==> src/rtl/pwm_capture_pkg.sv <==
// Shared definitions for the PWM capture block: FSM state encoding and default counter width.
package pwm_capture_pkg;

   localparam int CNT_W_DEFAULT = 16;

   typedef enum logic [1:0] {
      IDLE      = 2'd0,
      WAIT_RISE = 2'd1,
      HIGH      = 2'd2,
      LOW       = 2'd3
   } state_t;

endpackage

==> src/rtl/pwm_edge_detect.sv <==
// Synchronizes pwm_in, optionally filters it (PWM_CAPTURE_FILTER_EN), and emits
// one-cycle rise/fall events together with the level they refer to.
module pwm_edge_detect (
   input  logic clock,
   input  logic reset_n,
   input  logic pwm_in,
   output logic rise,
   output logic fall,
   output logic level
);

   logic sync_0;
   logic sync_1;
   logic src;
   logic src_d;

`ifdef PWM_CAPTURE_FILTER_EN
   logic tap_a;
   logic filt;

   // Majority of the two newest samples and the filter's own output: the output
   // only moves once two consecutive samples agree, so 1-clock pulses never pass.
   always_ff @(posedge clock) begin
      if (!reset_n) begin
         tap_a <= 1'b0;
         filt  <= 1'b0;
      end else begin
         tap_a <= sync_1;
         filt  <= (sync_1 & tap_a) | (sync_1 & filt) | (tap_a & filt);
      end
   end

   assign src = filt;
`else
   assign src = sync_1;
`endif

   // NOTE: sequential state uses non-blocking assignments so every flop samples pre-edge values.
   always_ff @(posedge clock) begin
      if (!reset_n) begin
         sync_0 <= 1'b0;
         sync_1 <= 1'b0;
         src_d  <= 1'b0;
         rise   <= 1'b0;
         fall   <= 1'b0;
      end else begin
         sync_0 <= pwm_in;
         sync_1 <= sync_0;
         src_d  <= src;
         rise   <= src & ~src_d;
         fall   <= ~src & src_d;
      end
   end

   // src_d is the level that produced the current rise/fall event.
   assign level = src_d;

endmodule

==> src/rtl/pwm_capture.sv <==
// PWM high-time / period measurement with saturating counter and stuck-level timeout.
// Optional 1-clock glitch filter selected by defining PWM_CAPTURE_FILTER_EN.
module pwm_capture
   import pwm_capture_pkg::*;
#(
   parameter int CNT_W = CNT_W_DEFAULT
) (
   input  logic             clock,
   input  logic             reset_n,
   input  logic             capture_en,
   input  logic             pwm_in,
   output logic [CNT_W-1:0] high_count,
   output logic [CNT_W-1:0] period_count,
   output logic             capture_valid,
   output logic             timeout,
   output logic             stuck_level
);

   localparam logic [CNT_W-1:0] CNT_MAX = '1;
   localparam logic [CNT_W-1:0] CNT_ONE = CNT_W'(1);

   logic rise;
   logic fall;
   logic level;

   state_t           state,    state_nx;
   logic [CNT_W-1:0] counter,  counter_nx;
   logic [CNT_W-1:0] hi_tmp,   hi_tmp_nx;
   logic [CNT_W-1:0] high_nx,  period_nx;
   logic             valid_nx, timeout_nx, stuck_nx;
   logic             at_max;
   logic [CNT_W-1:0] counter_sat;

   pwm_edge_detect u_edge (
      .clock   (clock),
      .reset_n (reset_n),
      .pwm_in  (pwm_in),
      .rise    (rise),
      .fall    (fall),
      .level   (level)
   );

   assign at_max      = (counter == CNT_MAX);
   assign counter_sat = at_max ? CNT_MAX : counter + CNT_ONE;

   // NOTE: every output of this block gets a default first, so no path can infer a latch.
   always_comb begin
      state_nx   = state;
      counter_nx = counter;
      hi_tmp_nx  = hi_tmp;
      high_nx    = high_count;
      period_nx  = period_count;
      valid_nx   = 1'b0;
      timeout_nx = 1'b0;
      stuck_nx   = stuck_level;

      if (!capture_en) begin
         state_nx   = IDLE;
         counter_nx = '0;
      end else begin
         unique case (state)
            IDLE: begin
               state_nx   = WAIT_RISE;
               counter_nx = '0;
            end
            WAIT_RISE: begin
               if (rise) begin
                  state_nx   = HIGH;
                  counter_nx = CNT_ONE;
               end else if (at_max) begin
                  timeout_nx = 1'b1;
                  stuck_nx   = level;
                  counter_nx = '0;
               end else begin
                  counter_nx = counter_sat;
               end
            end
            HIGH: begin
               if (fall) begin
                  hi_tmp_nx  = counter;
                  counter_nx = counter_sat;
                  state_nx   = LOW;
               end else if (at_max) begin
                  timeout_nx = 1'b1;
                  stuck_nx   = level;
                  counter_nx = '0;
                  state_nx   = WAIT_RISE;
               end else begin
                  counter_nx = counter_sat;
               end
            end
            LOW: begin
               // Edges take priority over a coincident timeout.
               if (rise) begin
                  high_nx    = hi_tmp;
                  period_nx  = counter;
                  valid_nx   = 1'b1;
                  counter_nx = CNT_ONE;
                  state_nx   = HIGH;
               end else if (at_max) begin
                  timeout_nx = 1'b1;
                  stuck_nx   = level;
                  counter_nx = '0;
                  state_nx   = WAIT_RISE;
               end else begin
                  counter_nx = counter_sat;
               end
            end
            default: begin
               state_nx   = IDLE;
               counter_nx = '0;
            end
         endcase
      end
   end

   always_ff @(posedge clock) begin
      if (!reset_n) begin
         state         <= IDLE;
         counter       <= '0;
         hi_tmp        <= '0;
         high_count    <= '0;
         period_count  <= '0;
         capture_valid <= 1'b0;
         timeout       <= 1'b0;
         stuck_level   <= 1'b0;
      end else begin
         state         <= state_nx;
         counter       <= counter_nx;
         hi_tmp        <= hi_tmp_nx;
         high_count    <= high_nx;
         period_count  <= period_nx;
         capture_valid <= valid_nx;
         timeout       <= timeout_nx;
         stuck_level   <= stuck_nx;
      end
   end

endmodule

==> config.mk <==
export PLATFORM = sky130hd
export DESIGN_NAME = pwm_capture
export DESIGN_NICKNAME = d
export VERILOG_FILES = /design/src/rtl/pwm_capture_pkg.sv /design/src/rtl/pwm_edge_detect.sv /design/src/rtl/pwm_capture.sv
export SDC_FILE = /design/constraint.sdc
export NUM_CORES = 1
export LEC_CHECK = 0
export ABC_AREA = 1
export BUFFER_PORTS_ARGS = -buffer_cell sky130_fd_sc_hd__buf_2
export CAP_MARGIN = 20
export CORE_MARGIN = 4
export CORE_UTILIZATION = 30
export CTS_CLUSTER_DIAMETER = 50
export DETAILED_ROUTE_END_ITERATION = 12
export MAX_ROUTING_LAYER = met4
export PLACE_DENSITY = 0.56
export RECOVER_POWER = 25
export SLEW_MARGIN = 40
export SYNTH_ARGS = -nofsm -noshare
export SYNTH_HDL_FRONTEND = slang
export SYNTH_SLANG_ARGS = --single-unit
==> constraint.sdc <==
create_clock -name clock -period 1.46 [get_ports clock]
set_input_delay 0.146 -clock clock [delete_from_list [all_inputs] [get_ports clock]]
set_output_delay 0.146 -clock clock [all_outputs]
set_load 0.01 [all_outputs]
Word level (Yosys, flattened, before mapping)
Cells that the tools add are included.
Word-level totals
  output and inout bits: 35
  bits of input ports: 4
  register bits: 74
Operators by class
  $add $sub $neg: 1
  reduce and logical (&&, ||, !) cells: 8
  eq/ne operators: 7
  bitwise gates (word level): 4
  mux-type cells: 19
Operator list (count)
  two-way mux 16 bit: 4
  case mux 16 bit (3 select lines): 1
  adder 16 x 1 -> 16 bit (second input constant): 1
  equality test 16 bit (second input constant): 1
  AND reduction 3 bit: 3
  two-way mux 2 bit: 4
  case mux 2 bit (4 select lines): 1
  two-way mux 1 bit: 7
  equality test 2 bit (second input constant): 2
  != test 2 bit (second input constant): 2
  case mux 1 bit (2 select lines): 2
  AND reduction 4 bit: 1
  bitwise AND 1 bit: 2
  equality test 2 x 1 -> 1 bit (second input constant): 1
  zero test 2 bit: 1
  != test 2 x 1 -> 1 bit (second input constant): 1
  NOT 1 bit: 2
  AND reduction 2 bit: 1
  nonzero test 2 bit: 1
  OR reduction 2 bit: 1

Depth between registers and ports, before layout
Gate-level depths: netlist (run 1).
  word-level depth: 5
  gate-level depth with buffers: 10

Modules after synthesis
Synthesis (run 1) repeated with hierarchy kept, for this count alone.
Second synthesis, totals
  cell total of the unflattened synthesis: 390
  area, all modules: 2964.1 sq um
Modules (own cells, without submodules)
  pwm_capture: area an instance 2827.7 sq um, cells an instance 376, instances 1, seq. area each 1381.3 sq um
  pwm_edge_detect: area an instance 136.4 sq um, cells an instance 14, instances 1, seq. area each 100.1 sq um

Worst setup path before layout (run 1)
No wires, ideal clock.
  path kind: reg-to-reg
  start point: reg counter[0]
  end point: reg counter[15]
  path slack: 0.029 ns
  data required time: 1.344 ns
  arrival: 1.315 ns
  library setup time: 0.116 ns
  cell stages (with the launch flop): 10
  clock period less this slack: 1.431 ns
  cells stage by stage: dfxtp_1 ha_1 nand3_4 nor2_4 nand2_1 nand2_1 nand2_2 nand2_4 buf_12 nor2_2
Between the ends
  word-level cells in the longest chain between the ends: 5
  elaborated cells between the ends (all ways): 7
Ends and longest elaborated chain
  start: declaration: line pwm_capture.sv:27  | logic [CNT_W-1:0] counter, counter_nx;
  start signal: assignment: line pwm_capture.sv:129  | counter <= counter_nx;
  adder 16 x 1 -> 16 bit / equality test 16 bit (equally long branches): line pwm_capture.sv:44, pwm_capture.sv:43
  two-way mux 16 bit: line pwm_capture.sv:44  | assign counter_sat = at_max ? CNT_MAX : counter + CNT_ONE;
  two-way mux 16 bit: line pwm_capture.sv:70, pwm_capture.sv:83, pwm_capture.sv:100
  two-way mux 16 bit, on equally long branches: line pwm_capture.sv:94, pwm_capture.sv:79
  case mux 16 bit (3 select lines) *: line pwm_capture.sv:61  | unique case (state)
Mark *: on every way between the ends. The rest lies on a longest branch, timed or not.
A chain may end at the register's enable or synchronous reset.

Worst setup path in the final report (run 1)
  start point: reg counter[14]
  end point: reg counter[2]
Between the ends
  word-level cells in the longest chain between the ends: 5
  elaborated cells between the ends (all ways): 6
Ends and longest elaborated chain
  equality test 16 bit *: line pwm_capture.sv:43  | assign at_max = (counter == CNT_MAX);
  two-way mux 16 bit: line pwm_capture.sv:44
  two-way mux 16 bit: line pwm_capture.sv:70, pwm_capture.sv:83, pwm_capture.sv:100
  two-way mux 16 bit, on equally long branches: line pwm_capture.sv:94, pwm_capture.sv:79
  case mux 16 bit (3 select lines) *: line pwm_capture.sv:61
Marked as above.

==> results.md, run 1 <==
- The detailed router finished its first iteration with between 100 and 150 violations.
- The number of placement rows is 35.
- For this run, the total global-route usage over all layers was measured as 12.9%.
- The startpoint identified for the worst hold timing path is reset_n.
- Counting cells, the worst reg-to-reg path comes to 7.
- STA classifies the critical path startpoint as a flip-flop.
- The maximum clock insertion buffer count is 2.
- The first TritonRoute pass finished after 4 iterations.
- The maximum frequency from static timing analysis is between 700 and 800 MHz.
- Signal routing reaches up to met4.
- The share of layout cells above drive strength 1 is about a quarter.
- The average wire per standard cell is ~12 um.
- The peak supply drop is 424 uV.
- The clock-pin slew on the worst setup and hold paths is ~0.07 ns.
- The run finished with clean final reports.
- The number of global-route vias before repair is 2,411.
- The mean post-synth cell area is 7.73 um2.
- The synthesized net count is roughly 390.
- The maximum fanout along the worst path is 6.
- The worst slack after detailed placement is -0.0212 ns.
- The normalized max-slew margin is between 40% and 50%.
- The placer's final routability congestion estimate is slightly above 0.9.
- The final max-slew violation count is 0.
- The worst hold path passes through 3 cells.
- The clock reaches the later pin of the worst-skew pair after about 0.35 ns.
- The final critical path takes up just over 90% of the cycle.
- The wire length reported by the detailed router is roughly 7000 um.
- The worst hold path terminates at counter[0]$_SDFF_PN0_.
- The final worst clock skew is about 0.011 ns.
- The full die area is ~11,000 um2.
- TritonCTS built the clock tree.
- The library cell used as clock root buffer is sky130_fd_sc_hd__clkbuf_8.
- Counting the buffers created by CTS gives 9.
- The floorplan step defined a core boundary enclosing approximately 9400 um2.
- The terminus of the critical flop-to-flop path is counter[2]$_SDFF_PN0_.
- Setup violations remaining at the end of the flow were counted as 0.
- Pin placement for this block handled 39 I/O pins.
- The initial utilization of the core area, before any placement, comes to about a third.
- The level count of the clock H-tree is 3.
- The final layout contains around 450 nets.
- Adding up every negative setup slack in the final design gives 0 ns.
- Counting distinct cell types in the post-synthesis netlist gives 26.
- After synthesis the netlist holds a flip-flop and latch count of between 70 and 80.
- The first-pass GRT wire length is roughly 11,000 um.
- The clock period minus final worst setup slack is approximately 1.4 ns.
- During synthesis, Yosys emitted a total of 0 warnings.
- The growth of design area from synthesis to finish is 26.9%.
- After global routing the overflow that remains totals 0.
- The number of antenna violations at the first check in global routing is 0.
- The max capacitance violation total is 0.
- In the final routing, the length of wire on met1 measures around 3200 um.
- The power density over cell area is between 1000 and 1500 nW/um2.
- The least setup slack across all paths after layout is approximately 0.094 ns.
- The clock net in this run drives a total of between 70 and 80 sinks.
- The met3 wire length is between 300 and 400 um.
- The count of inserted antenna diode cells is 0.
- The most critical setup path has its startpoint at counter[14]$_SDFF_PN0_.
- The number of instances in the synthesized netlist is between 300 and 400.
- The min-delay analysis places its worst path in the category in2reg.
- Counting tap cells, the placed design contains a total of approximately 560 instances.
- Setup repair after global routing could not meet its margin everywhere.
- The slew at the pin closest to its max-slew limit is 0.802 ns.
- After detailed routing, the number of remaining DRC violations is 0.
- In the routed layout, each cell is associated on average with a via count of 4.45.
- The worst register-to-register path begins at counter[14]$_SDFF_PN0_.
- The final non-filler cell total is between 500 and 600.
- The total leakage power is about 1.5 nW.
- The final-report hold violation count is 0.
- After synthesis, flip-flops and latches occupy 50.1% of the total area.
- The floorplan step set the die height to between 100 and 150 um.
- In this run the tool buffered the top-level ports with 38 buffer cells.
- The data required time at the worst endpoint is around 1.7 ns.
- The wire length on met2 is between 3000 and 4000 um.
- By startpoint and endpoint, the worst setup path is classified as reg2reg.
- The die span in x is approximately 110 um.
- The number of fill cells in the layout is 983.
- The number of vias after detailed routing is about 2,600.
- The setup slack on the worst flop-to-flop path is roughly 0.094 ns.
- The number of antenna-violating nets in the routed design is 0.
- The cell area after synthesis is 2950 um2.
- The worst setup path is captured at a flip-flop.
- The maximum number of pins on one net before global-route repair is 55.
- Data arrives at the worst endpoint at around 1.7 ns.
- The total power consumption of the routed design is 3.84 mW.
- The HPWL reported at the end of detailed placement is approximately 5000 um.
==> Yosys cell counts (all sizes together) <==
cell    instances  area [um2]
dfxtp          74        1480
nor2           73         333
o21ai          53         265
nand2          52         220
a21oi          47         235
inv            44         165
nand3          11        77.6
clkbuf         10        37.5
buf             6        45.0
nand4           3        18.8
nor3            2        10.0
xor2            2        17.5
a211oi          1        12.5
ha              1        12.5
o21bai          1        7.51
or2             1        6.26
xnor2           1        8.76
==> registers in the layout, indices dropped and copies added, names as in the netlist, 2 cells and up <==
name and cells:
high_count 16, state 2, period_count 16, counter 16, hi_tmp 16
==> cell families after synthesis <==
logic type               count (synthesis)  synth area share, %
adder cells (fa/ha/maj)                  1                0.423
AND/OR/NAND/NOR                        142                 22.5
buffers and inverters                   60                 8.39
flip-flops                              74                 50.1
AO/OA/AOI/OAI                          102                 17.6
XOR/XNOR                                 3                0.890
==> worst max-delay path, stage by stage, from the launching register on <==
cell                      delay (ns)
sky130_fd_sc_hd__dfxtp_1        0.35
sky130_fd_sc_hd__nand2_1        0.09
sky130_fd_sc_hd__nor2_1         0.25
sky130_fd_sc_hd__nand2_2        0.16
sky130_fd_sc_hd__nor2_8         0.17
sky130_fd_sc_hd__buf_4          0.15
sky130_fd_sc_hd__a21oi_1        0.05
sky130_fd_sc_hd__nor2_2         0.09
==> layer usage <==
layer	track usage (%)	vias up
met4	5.48	0
met1	15.8	1170
met3	3.07	6
met2	20.3	49
met5	-	-
li1	-	1360
==> cell type report <==
class	instances	area (um2)	share of cell area [%]
Clock buffer	12	135	3.61
Clock inverter	4	76.3	2.04
Inverter	44	168	4.47
Multi-Input combinational cell	249	1290	34.4
Sequential cell	74	1500	39.9
Tap cell	129	161	4.31
Timing Repair Buffer	69	422	11.3
==> worst max path at each step <==
stage	cells past startpoint	to	slack (ns)
detailed placement	9	counter[8]$_SDFF_PN0_	-0.02
CTS	9	counter[7]$_SDFF_PN0_	0.007
floorplan	9	counter[15]$_SDFF_PN0_	0.03
global route	7	counter[9]$_SDFF_PN0_	-0.02
finish	7	counter[2]$_SDFF_PN0_	0.09
global placement	8	counter[12]$_SDFF_PN0_	0.006
==> layout by cell type, fill, tap and decap left out, types with 2 or more instances in the layout <==
cell type	netlist	routed
sky130_fd_sc_hd__nor2_2	11	12
sky130_fd_sc_hd__nor3_1	2	2
sky130_fd_sc_hd__clkbuf_8	0	9
sky130_fd_sc_hd__nand3_2	2	2
sky130_fd_sc_hd__nand4_1	3	3
sky130_fd_sc_hd__clkbuf_1	10	24
sky130_fd_sc_hd__nor2_1	59	57
sky130_fd_sc_hd__bufinv_16	0	2
sky130_fd_sc_hd__a21oi_1	47	47
sky130_fd_sc_hd__buf_12	1	2
sky130_fd_sc_hd__o21ai_0	53	52
sky130_fd_sc_hd__nor2_4	2	3
sky130_fd_sc_hd__buf_2	5	17
sky130_fd_sc_hd__nand2_1	44	41
sky130_fd_sc_hd__dfxtp_2	0	12
sky130_fd_sc_hd__nand2_2	7	9
sky130_fd_sc_hd__inv_2	6	5
sky130_fd_sc_hd__nand2_8	0	2
sky130_fd_sc_hd__xor2_1	2	2
sky130_fd_sc_hd__dfxtp_1	74	62
sky130_fd_sc_hd__buf_4	0	27
sky130_fd_sc_hd__nand3_1	8	8
sky130_fd_sc_hd__inv_1	38	38
==> per-stage QoR <==
stage               utilization, %  hold WS, ns  area, um2
detailed placement            36.7        0.335       3460
global route                  39.8        0.160       3750
finish                        39.8        0.144       3750
CTS                           39.1        0.161       3680
global placement              36.7        0.327       3460
floorplan                        -        0.244       2950
==> power by group <==
group	switching (mW)	total (mW)	leakage (nW)	internal, mW
logic	0.0728	0.106	0.823	0.0328
registers	0.00737	2.03	0.603	2.03
clock network	0.733	1.70	0.101	0.968
total	0.813	3.84	1.53	3.03
==> repair_timing <==
action,in CTS,in global routing
hold endpoints to repair,1,0
setup buffers,0,2
endpoints found under the setup margin,18,42
gates cloned,0,1
pin swaps,1,6
gates resized for setup,3,22
hold buffers,1,0
Power figures use the tool's default switching activity.
==> run 2, diff against run 1 <==
--- a/config.mk
+++ b/config.mk
@@ -12,6 +12,7 @@
 export CORE_UTILIZATION = 30
 export CTS_CLUSTER_DIAMETER = 50
 export DETAILED_ROUTE_END_ITERATION = 12
+export GPL_TIMING_DRIVEN = 0
 export MAX_ROUTING_LAYER = met4
 export PLACE_DENSITY = 0.56
 export RECOVER_POWER = 25
==> results.md, run 2 (synthesis results as in run 1) <==
- The growth of design area from synthesis to finish is 27.5%.
- The clock period minus final worst setup slack is roughly 1.5 ns.
- Timing would allow up to 664 MHz.
- The critical path start-end classification is reg2reg.
- The net count of the finished layout is between 400 and 500.
- On the final layout, the worst clock skew is ~0.0059 ns.
- In the routed design, unresolved DRC markers number 0.
- The library cell used most frequently in the layout, excluding fill and tap cells, is sky130_fd_sc_hd__dfxtp_1.
- 39 I/O pins were placed.
- The count of inserted antenna diode cells is 0.
- In this run the remaining antenna-violating nets after routing total 0.
- Of the available clock period, the critical path in the final layout requires 103%.
- The peak supply drop is around 380 uV.
- The arrival time at the worst endpoint is between 1.5 and 2 ns.
- The clock-pin slew on the worst setup and hold paths is 0.08 ns.
- For this block, the initial DRC count from the detailed router was between 200 and 250.
- The maximum clock insertion buffer count is 2.
- In the final layout, the share of cells above drive strength 1 is 25.9%.
- The worst setup path is launched from a flip-flop.
- The die is between 100 and 150 um tall.
- The number of buffers created by CTS is 9.
- The average wire per standard cell is roughly 13 um.
- For this design the ratio of total power to cell area is 1030 nW/um2.
- Detailed placement finished with a half-perimeter wire length of 5250 um.
- The final max-slew violation count came to 0.
- Setup repair after global routing could not meet its margin everywhere.
- The maximum number of pins on one net before global-route repair is 13.
- The number of vias after detailed routing is between 2,000 and 3,000.
- The flow ran to the end, but the final reports show violations.
- For the worst setup path, the data required time is between 1.5 and 2 ns.
- The total power consumption of the routed design is around 3.9 mW.
- Global routing consumed, over all layers together, 13.5% of the routing resources.
- In the layout the commonest cells are sky130_fd_sc_hd__dfxtp_1 (58), sky130_fd_sc_hd__nor2_1 (56), sky130_fd_sc_hd__o21ai_0 (49), sky130_fd_sc_hd__a21oi_1 (47), sky130_fd_sc_hd__nand2_1 (41).
- In this run the horizontal extent of the chip is roughly 110 um.
- The maximum fanout along the worst path is 6.
- The worst hold-check path type is in2reg.
- The count of TritonRoute iterations in the first routing pass is 4.
- The max capacitance violation total is 0.
- At the end of routability-driven placement, the weighted congestion stood at just under 0.9.
- The number of failing setup endpoints in the final timing report is 12.
- The total global routing overflow is 0.
- The library cell used as clock root buffer is sky130_fd_sc_hd__clkbuf_8.
- STA classifies the critical path endpoint as a flip-flop.
- The first global-routing pass estimated 11,900 um of wire.
- The final reports fail on setup timing.
- The slew at the pin closest to its max-slew limit is just over 0.4 ns.
- The initial utilization of the core area, before any placement, comes to between 30% and 40%.
- In this run the static leakage power is approximately 1.5 nW.
- The number of global-route vias before repair is about 2,500.
- With fillers left out, the area of the finished cells amounts to roughly 3800 um2.
- The number of fill cells in the layout is about 940.
- The normalized max-slew margin is 72.8%.
- The full die area is 11,500 um2.
- The total area inside the core boundary comes to ~9400 um2.
- The number of placement rows is 35.
- The clock tree synthesis step divided the H-tree into 3 levels.
- After layout, the worst setup slack is -0.0468 ns.
- The number of antenna violations at the first check in global routing is 0.
- TritonCTS built the clock tree.
- The final-report hold violation count was 0.
- The CTS sink count is 74.
- At the later pin of the worst-skew pair, clock insertion delay measures 0.35 ns.
- The placed cell area is 3300 um2.
- The quantity of I/O buffers inserted on ports is 37.
- The routed design has ~7500 um of wire.
- Dividing the detail-routed via count by the number of cells gives approximately 4.5.
run 2: cell count changes in the layout (fill, tap and decap cells not counted), sizes merged:
cell      delta
buf          -6
clkbuf       +6
clkinv       +2
clkinvlp     -1
nand2        -1
run 2: layout make-up:
class                      instances  area, um2  area share, %
clock inverter                     5       78.8           2.09
inverter                          44        170           4.52
multi-input combinational        248       1270           33.8
clock buffer                      10        138           3.65
sequential                        74       1520           40.4
buffer                            16       93.8           2.49
tap                              129        161           4.29
timing repair buffer              55        330           8.77
run 2: path summary, 6_finish.rpt:
kind	startpoint	endpoint	slack (ns)	cells after the start
hold reg to reg	u_edge.sync_0$_SDFF_PN0_	u_edge.src$_SDFF_PN0_	0.43	2
setup / recovery	counter[1]$_SDFF_PN0_	counter[14]$_SDFF_PN0_	-0.05	9
setup reg to reg	counter[1]$_SDFF_PN0_	counter[14]$_SDFF_PN0_	-0.05	9
hold / removal	capture_en	counter[0]$_SDFF_PN0_	0.19	3
run 2: timing repair:
| item | 4_1_cts | 5_1_grt |
|---|---|---|
| hold endpoints to repair | 1 | 0 |
| cloned | 0 | 1 |
| resized for setup | 22 | 28 |
| pin swaps | 2 | 10 |
| buffers inserted | 1 | 15 |
| endpoints found under the setup margin | 31 | 64 |
| hold buffers | 1 | 0 |
run 2: worst max-delay path: stages (launching register included):
cell and delay (ns):
sky130_fd_sc_hd__dfxtp_4 0.37, sky130_fd_sc_hd__ha_4 0.16, sky130_fd_sc_hd__nand3_4 0.10, sky130_fd_sc_hd__nor2_4 0.18
sky130_fd_sc_hd__nand3_2 0.11, sky130_fd_sc_hd__nand2_2 0.09, sky130_fd_sc_hd__nand2_2 0.06, sky130_fd_sc_hd__nand2_4 0.12
sky130_fd_sc_hd__clkbuf_16 0.17, sky130_fd_sc_hd__nor2_2 0.03
run 2: metrics by stage:
stage	setup WS, ns	hold WS (ns)	setup TNS (ns)	util (%)	instances
finish	-0.0468	0.191	-0.349	40.0	581
global route	-0.105	0.208	-1.15	40.0	581
CTS	0.00604	0.169	0	38.0	565
detailed placement	-0.252	0.335	-4.07	35.1	548
global placement	-0.247	0.329	-3.85	35.1	548
floorplan	0.0294	0.244	0	-	382
run 2: where the power goes:
part           switching, mW  internal [mW]
clock                  0.766          0.997
sequential           0.00777           2.01
combinational         0.0706         0.0421
run 2: layer usage:
metal,GRT usage (%),vias to the layer above,routed length [um]
met4,4.57,0,125
met2,21.4,60,3520
met5,-,-,0
met1,17.0,1193,3460
li1,-,1361,-
met3,3.13,12,366
